**src/rtl/reg_writeback_queue_pkg.sv**
```systemverilog
// Shared definitions for the register-file writeback path.
//   XLEN     : architectural data width
//   REG_AW   : register address width
//   ZERO_REG : hard-wired zero register, never written or bypassed
//   wb_entry_t : one writeback request (destination register + data)
package reg_writeback_queue_pkg;

    localparam int unsigned XLEN   = 32;
    localparam int unsigned REG_AW = 5;

    localparam logic [REG_AW-1:0] ZERO_REG = 5'd0;

    typedef struct packed {
        logic [REG_AW-1:0] rd;
        logic [XLEN-1:0]   data;
    } wb_entry_t;

endpackage

```
**src/rtl/wb_bypass_match.sv**
```systemverilog
// Youngest-match search of pending writeback entries for one read port.
//   addr       : read-port register address
//   occupied   : valid mask in age order, bit 0 = oldest (queue head)
//   entry_rd   : destination registers in age order
//   entry_data : data in age order
//   hit        : some occupied entry targets addr (never for the zero register)
//   data       : data of the youngest matching entry, 0 on miss
import reg_writeback_queue_pkg::*;

module wb_bypass_match #(
    parameter int unsigned N     = XLEN,
    parameter int unsigned DEPTH = 4,
    parameter int unsigned AW    = REG_AW
) (
    input  logic [AW-1:0]               addr,
    input  logic [DEPTH-1:0]            occupied,
    input  logic [DEPTH-1:0][AW-1:0]    entry_rd,
    input  logic [DEPTH-1:0][N-1:0]     entry_data,
    output logic                        hit,
    output logic [N-1:0]                data
);

    // Scan oldest to youngest so the last match found is the youngest.
    always_comb begin
        hit  = 1'b0;
        data = '0;
        for (int unsigned i = 0; i < DEPTH; i++) begin
            if (occupied[i] && (addr != AW'(ZERO_REG)) && (entry_rd[i] == addr)) begin
                hit  = 1'b1;
                data = entry_data[i];
            end
        end
    end

endmodule

```
**src/rtl/reg_writeback_queue.sv**
```systemverilog
// In-order writeback queue in front of the register file's single write port.
//   clk, reset                 : clock, async active-high reset
//   Wr_Valid_i/Wr_Ready_o      : producer handshake (ready = not full)
//   Wr_Register_i, Wr_Data_i   : request payload; rd 0 is accepted and dropped
//   Hold_i                     : stall retirement this cycle
//   Reg_Write_o, Write_*_o     : register file write port (head entry, 0 when empty)
//   Read_Register_{1,2}_i      : decode read addresses
//   Bypass_Hit/Data_{1,2}_o    : youngest pending value for each read address
//   Count_o, Empty_o, Full_o   : occupancy
import reg_writeback_queue_pkg::*;

module reg_writeback_queue #(
    parameter int unsigned N     = XLEN,
    parameter int unsigned DEPTH = 4,
    parameter int unsigned AW    = REG_AW
) (
    input  logic                        clk,
    input  logic                        reset,
    input  logic                        Wr_Valid_i,
    output logic                        Wr_Ready_o,
    input  logic [AW-1:0]               Wr_Register_i,
    input  logic [N-1:0]                Wr_Data_i,
    input  logic                        Hold_i,
    output logic                        Reg_Write_o,
    output logic [AW-1:0]               Write_Register_o,
    output logic [N-1:0]                Write_Data_o,
    input  logic [AW-1:0]               Read_Register_1_i,
    input  logic [AW-1:0]               Read_Register_2_i,
    output logic                        Bypass_Hit_1_o,
    output logic [N-1:0]                Bypass_Data_1_o,
    output logic                        Bypass_Hit_2_o,
    output logic [N-1:0]                Bypass_Data_2_o,
    output logic [$clog2(DEPTH):0]      Count_o,
    output logic                        Empty_o,
    output logic                        Full_o
);

    localparam int unsigned PW = $clog2(DEPTH);
    localparam int unsigned CW = PW + 1;

    logic [PW-1:0]              rd_ptr;
    logic [PW-1:0]              wr_ptr;
    logic [CW-1:0]              count;
    logic [DEPTH-1:0][AW-1:0]   mem_rd;
    logic [DEPTH-1:0][N-1:0]    mem_data;

    logic                       accept;
    logic                       push;
    logic                       pop;

    logic [DEPTH-1:0]           age_occ;
    logic [DEPTH-1:0][AW-1:0]   age_rd;
    logic [DEPTH-1:0][N-1:0]    age_data;

    // Occupancy flags derive from the registered count so reset clears them at once.
    assign Count_o    = count;
    assign Empty_o    = (count == '0);
    assign Full_o     = (count == CW'(DEPTH));
    assign Wr_Ready_o = !Full_o;

    // Writes to the zero register complete the handshake but are never stored.
    assign accept = Wr_Valid_i && Wr_Ready_o;
    assign push   = accept && (Wr_Register_i != AW'(ZERO_REG));
    assign pop    = !Empty_o && !Hold_i;

    assign Reg_Write_o      = pop;
    assign Write_Register_o = Empty_o ? '0 : mem_rd[rd_ptr];
    assign Write_Data_o     = Empty_o ? '0 : mem_data[rd_ptr];

    // Pointer and occupancy state.
    always_ff @(posedge clk or posedge reset) begin
        if (reset) begin
            rd_ptr <= '0;
            wr_ptr <= '0;
            count  <= '0;
        end else begin
            if (push) begin
                wr_ptr <= wr_ptr + PW'(1);
            end
            if (pop) begin
                rd_ptr <= rd_ptr + PW'(1);
            end
            count <= count + CW'(push) - CW'(pop);
        end
    end

    // Entry storage; contents are qualified by occupancy so no reset is needed.
    always_ff @(posedge clk) begin
        if (push) begin
            mem_rd[wr_ptr]   <= Wr_Register_i;
            mem_data[wr_ptr] <= Wr_Data_i;
        end
    end

    // Rotate storage into age order (index 0 = head) for the bypass search.
    always_comb begin
        age_occ  = '0;
        age_rd   = '0;
        age_data = '0;
        for (int unsigned i = 0; i < DEPTH; i++) begin
            age_occ[i]  = (CW'(i) < count);
            age_rd[i]   = mem_rd[rd_ptr + PW'(i)];
            age_data[i] = mem_data[rd_ptr + PW'(i)];
        end
    end

    wb_bypass_match #(.N(N), .DEPTH(DEPTH), .AW(AW)) u_bypass_1 (
        .addr       (Read_Register_1_i),
        .occupied   (age_occ),
        .entry_rd   (age_rd),
        .entry_data (age_data),
        .hit        (Bypass_Hit_1_o),
        .data       (Bypass_Data_1_o)
    );

    wb_bypass_match #(.N(N), .DEPTH(DEPTH), .AW(AW)) u_bypass_2 (
        .addr       (Read_Register_2_i),
        .occupied   (age_occ),
        .entry_rd   (age_rd),
        .entry_data (age_data),
        .hit        (Bypass_Hit_2_o),
        .data       (Bypass_Data_2_o)
    );

endmodule

```
**config.mk**
```make
export PLATFORM = sky130hd
export DESIGN_NAME = reg_writeback_queue
export DESIGN_NICKNAME = d
export VERILOG_FILES = /design/src/rtl/reg_writeback_queue_pkg.sv /design/src/rtl/wb_bypass_match.sv /design/src/rtl/reg_writeback_queue.sv
export SDC_FILE = /design/constraint.sdc
export NUM_CORES = 1
export LEC_CHECK = 0
export ABC_AREA = 1
export CAP_MARGIN = 20
export CORE_MARGIN = 1
export CORE_UTILIZATION = 57
export CTS_BUF_LIST = sky130_fd_sc_hd__clkbuf_8 sky130_fd_sc_hd__clkbuf_16
export CTS_CLUSTER_DIAMETER = 50
export DETAILED_ROUTE_END_ITERATION = 7
export PLACE_DENSITY_LB_ADDON = 0.12
export SKIP_LAST_GASP = 1
export SLEW_MARGIN = 40
export SYNTH_ARGS = -nofsm -noshare
export SYNTH_HDL_FRONTEND = slang
export SYNTH_HIERARCHICAL = 1
export SYNTH_SLANG_ARGS = --single-unit
```
**constraint.sdc**
```tcl
create_clock -name clk -period 3.6 [get_ports clk]
set_input_delay 0.72 -clock clk [delete_from_list [all_inputs] [get_ports clk]]
set_output_delay 0.72 -clock clk [all_outputs]
set_load 0.005 [all_outputs]
```
==> results.json, run 1 <==
{
  "synth_nets": 2145,
  "die_w_um": 154,
  "cpLargestDelayFamily": "buffers and inverters",
  "stdcell_count": 2626,
  "rows": 55,
  "swShare_pct": 51.4,
  "violations": "design-rule violations, negative setup slack",
  "setup_ws_ps": -352,
  "crit_slowest_cell": "dfrtp_2",
  "clkSlewWorstSetupHoldPaths_ps": 70,
  "cp_cell_sequence": "buf_12 > buf_12 > inv_12 > o21ai_4 > nand2_2 > nand2_2 > xnor2_1 > nand2_1 > nor2_4 > buf_4 > buf_6 > buf_4 > nand3_1 > nand2_1 > inv_1 > a21oi_2 > buf_2",
  "numCtsBuffers": 17,
  "coreArea_mm2": 0.0227,
  "cts_buffer_depth": 2,
  "synth_top_cell_by_area": "edfxtp_1",
  "utilization_pct": 78.7,
  "tightest_slew_ps": 539,
  "max_freq_mhz": 253,
  "start_util_pct": 58.2,
  "rsz0062_at_grt": "true",
  "synth_edf_count": 148,
  "grt_max_degree": 83,
  "wire_per_inst_um": 18.1,
  "drc": 1,
  "yosys.cell_count.top_type": "nand2_1",
  "cp_max_fo": 7,
  "cts.sinks": 155,
  "first_iter_violations": 2171,
  "ys_seq_elements": 155,
  "cts_tree": "built",
  "yosysWarnings": 6,
  "drv_cap": 0,
  "ys_types": 31,
  "finalClockSkew_ps": 8.09,
  "synth-main-ff-cell": "edfxtp_1",
  "finalSetupViolCount": 69,
  "drt-vias-per-instance": 5.85,
  "final_hold_viol_count": 0,
  "finalMaxSlewViolations": 0,
  "ys_seq_area_share_pct": 34.9,
  "p_int_w": 0.00903,
  "cpPeakStageDelay_ps": 540,
  "hp-class": "reg2reg",
  "gp_congestion": 0.931,
  "syn_to_final_growth_pct": 35.1,
  "ir_drop_uv": 886,
  "dp_cells": 2509,
  "synth_top_cell_area_share_pct": 33.6,
  "worstPathArrival_ps": 3230,
  "synth_area_leaders": "edfxtp_1 (34%), nand2_1 (26%), nand3_1 (7.5%), inv_1 (6.5%), o21ai_0 (4.5%)",
  "port_buffers": 160,
  "netlist_instances": 2085,
  "first_pass_iters": 8,
  "p_comb_share_pct": 76.5,
  "post-route-period-util_pct": 110,
  "synth.top_cells.by_count": "nand2_1 (908), inv_1 (230), nand3_1 (198), edfxtp_1 (148), o21ai_0 (118)",
  "path_buf_inv": 8,
  "power_density_mw_per_mm2": 1040,
  "min_period_ps": 3950,
  "io_pins": 161,
  "maxSlewHeadroom_pct": 64.1,
  "cellLeakagePower_nw": 9.04,
  "status": "finished with violations",
  "nets": 2388,
  "clock-root-buffer": "clkbuf_16",
  "drive_gt1_share_pct": 20.9,
  "synthesis.area_mm2": 0.0132,
  "antenna_found_initial": 1,
  "routed_wl_mm": 47.6,
  "grt_pass1_wl_mm": 67.4,
  "worst_setup_path_end_kind": "output port",
  "clk_latency_ps": 440,
  "pwr-share-seq_pct": 13.8,
  "grt_usage_pct": 36.1,
  "async_flop_share_pct": 4.52,
  "power_w": 0.0186,
  "htreeDepth": 4,
  "power.switching_w": 0.00955,
  "vias": 15400,
  "die_y_um": 154,
  "first_global_vias": 13300,
  "power_frac_clock_pct": 9.6,
  "route.antenna.remaining_nets": 0,
  "grt-ovfl-total": 0,
  "cp-start-kind": "flip-flop",
  "cp.required_ps": 2880,
  "hold_buffers": 0,
  "crit_type": "reg2out",
  "die_area_mm2": 0.0238,
  "dp_hpwl_mm": 29.0,
  "syn_area_per_cell_um2": 6.34
}
-- cell usage in the layout, fill, tap and decap left out, drive strengths merged --
cell type and n:
nor2 95, a21boi 6, buf 204, clkbuf 37, dlygate4sd2 21, o21ai 153
clkdlybuf4s50 93, nand2 916, edfxtp 148, inv 270, xnor2 16, nand4 6
clkinvlp 4, clkinv 21, ha 8, a21oi 101, diode 1, nand3b 3
fa 1, xor2 3, bufinv 1, dfrtp 7, or2 6, clkdlybuf4s15 12
dlymetal6s2s 10, nand3 198
-- cell families (layout without fill, tap and decap cells) --
logic type      Yosys count  count (layout)  share of synthesized area [%]
compound gates          260             260                           11.5
xor+xnor                 19              19                           1.32
fa+ha+maj                 9               9                          0.908
buf+inv                 418             673                           13.9
flops                   155             155                           34.9
other cells               0               1                              0
simple gates           1224            1224                           37.4
-- metrics by stage --
step,setup WS [ps],hold slack (ps),setup TNS [ps],cell area [µm²]
after floorplan,497,492,0,13200
after global placement,-216,519,-7680,15700
after detailed placement,-221,520,-8730,15700
after CTS,-314,535,-8270,16900
after global routing,-401,579,-20380,17900
final,-352,535,-13760,17900
-- power groups by stage --
stage                     logic [W]  registers (W)  clock network, W
after global routing         0.0152        0.00260           0.00186
after global placement       0.0117        0.00256                 0
after CTS                    0.0126        0.00254           0.00178
after floorplan             0.00707        0.00254                 0
after detailed placement     0.0119        0.00258                 0
final                        0.0142        0.00257           0.00179
-- worst reg2reg max path, delay by kind of cell (launching register included) --
family / cells / cell delay, ps
adder cells (fa/ha/maj): 3 / 870
flip-flops: 1 / 440
AND/OR/NAND/NOR: 3 / 630
buffers and inverters: 2 / 130
XOR/XNOR: 1 / 190
-- per-layer routing --
| layer | routed length [µm] | GRT usage, % | part of all wire, % |
|---|---|---|---|
| met4 | 2250 | 14.2 | 4.7 |
| met2 | 22100 | 60.2 | 46 |
| met5 | 0 | 0 | 0 |
| met3 | 5890 | 6.56 | 12 |
| met1 | 17400 | 46.7 | 36 |
-- path summary, 6_finish.rpt --
check / start / endpoint / slack, ps / cells after the start
min in group asynchronous: reset / Count_o[0] / 540 / 2
hold reg to reg: wr_ptr[1] / wr_ptr[1] / 530 / 2
hold / removal: wr_ptr[1] / wr_ptr[1] / 530 / 2
setup reg to reg: Count_o[0] / Count_o[2] / 1250 / 9
max in group asynchronous: reset / rd_ptr[1] / 2770 / 2
setup / recovery: rd_ptr[0] / Bypass_Data_2_o[0] / -350 / 17
-- cell type report --
| class | count | area [µm²] |
|---|---|---|
| Timing Repair inverter | 2 | 32.5 |
| Multi-Input combinational cell | 1512 | 7420 |
| Antenna cell | 1 | 2.50 |
| Clock buffer | 17 | 425 |
| Clock inverter | 14 | 136 |
| Tap cell | 285 | 357 |
| Fill cell | 1551 | 4830 |
| Sequential cell | 155 | 4620 |
| Inverter | 280 | 1080 |
| Timing Repair Buffer | 360 | 3800 |
-- flip-flops by register name (all words and copies together) (netlist names) --
signal and count:
Count_o 3, mem_data 128, mem_rd 20, rd_ptr 2, wr_ptr 2
-- what timing repair did --
action	CTS	global route
pin swaps	15	55
setup buffers	36	40
gates cloned	3	11
gates resized for setup	164	220
setup endpoints to repair	71	72
(Power assumes the default switching activity.)
==> run 2, diff against run 1 <==
--- a/config.mk
+++ b/config.mk
@@ -6,6 +6,7 @@
 export NUM_CORES = 1
 export LEC_CHECK = 0
 export ABC_AREA = 1
+export ABC_CLOCK_PERIOD_IN_PS = 3600
 export CAP_MARGIN = 20
 export CORE_MARGIN = 1
 export CORE_UTILIZATION = 57
==> results of run 2 <==
No change in the layout: final DEF, timing and power equal those of run 1.
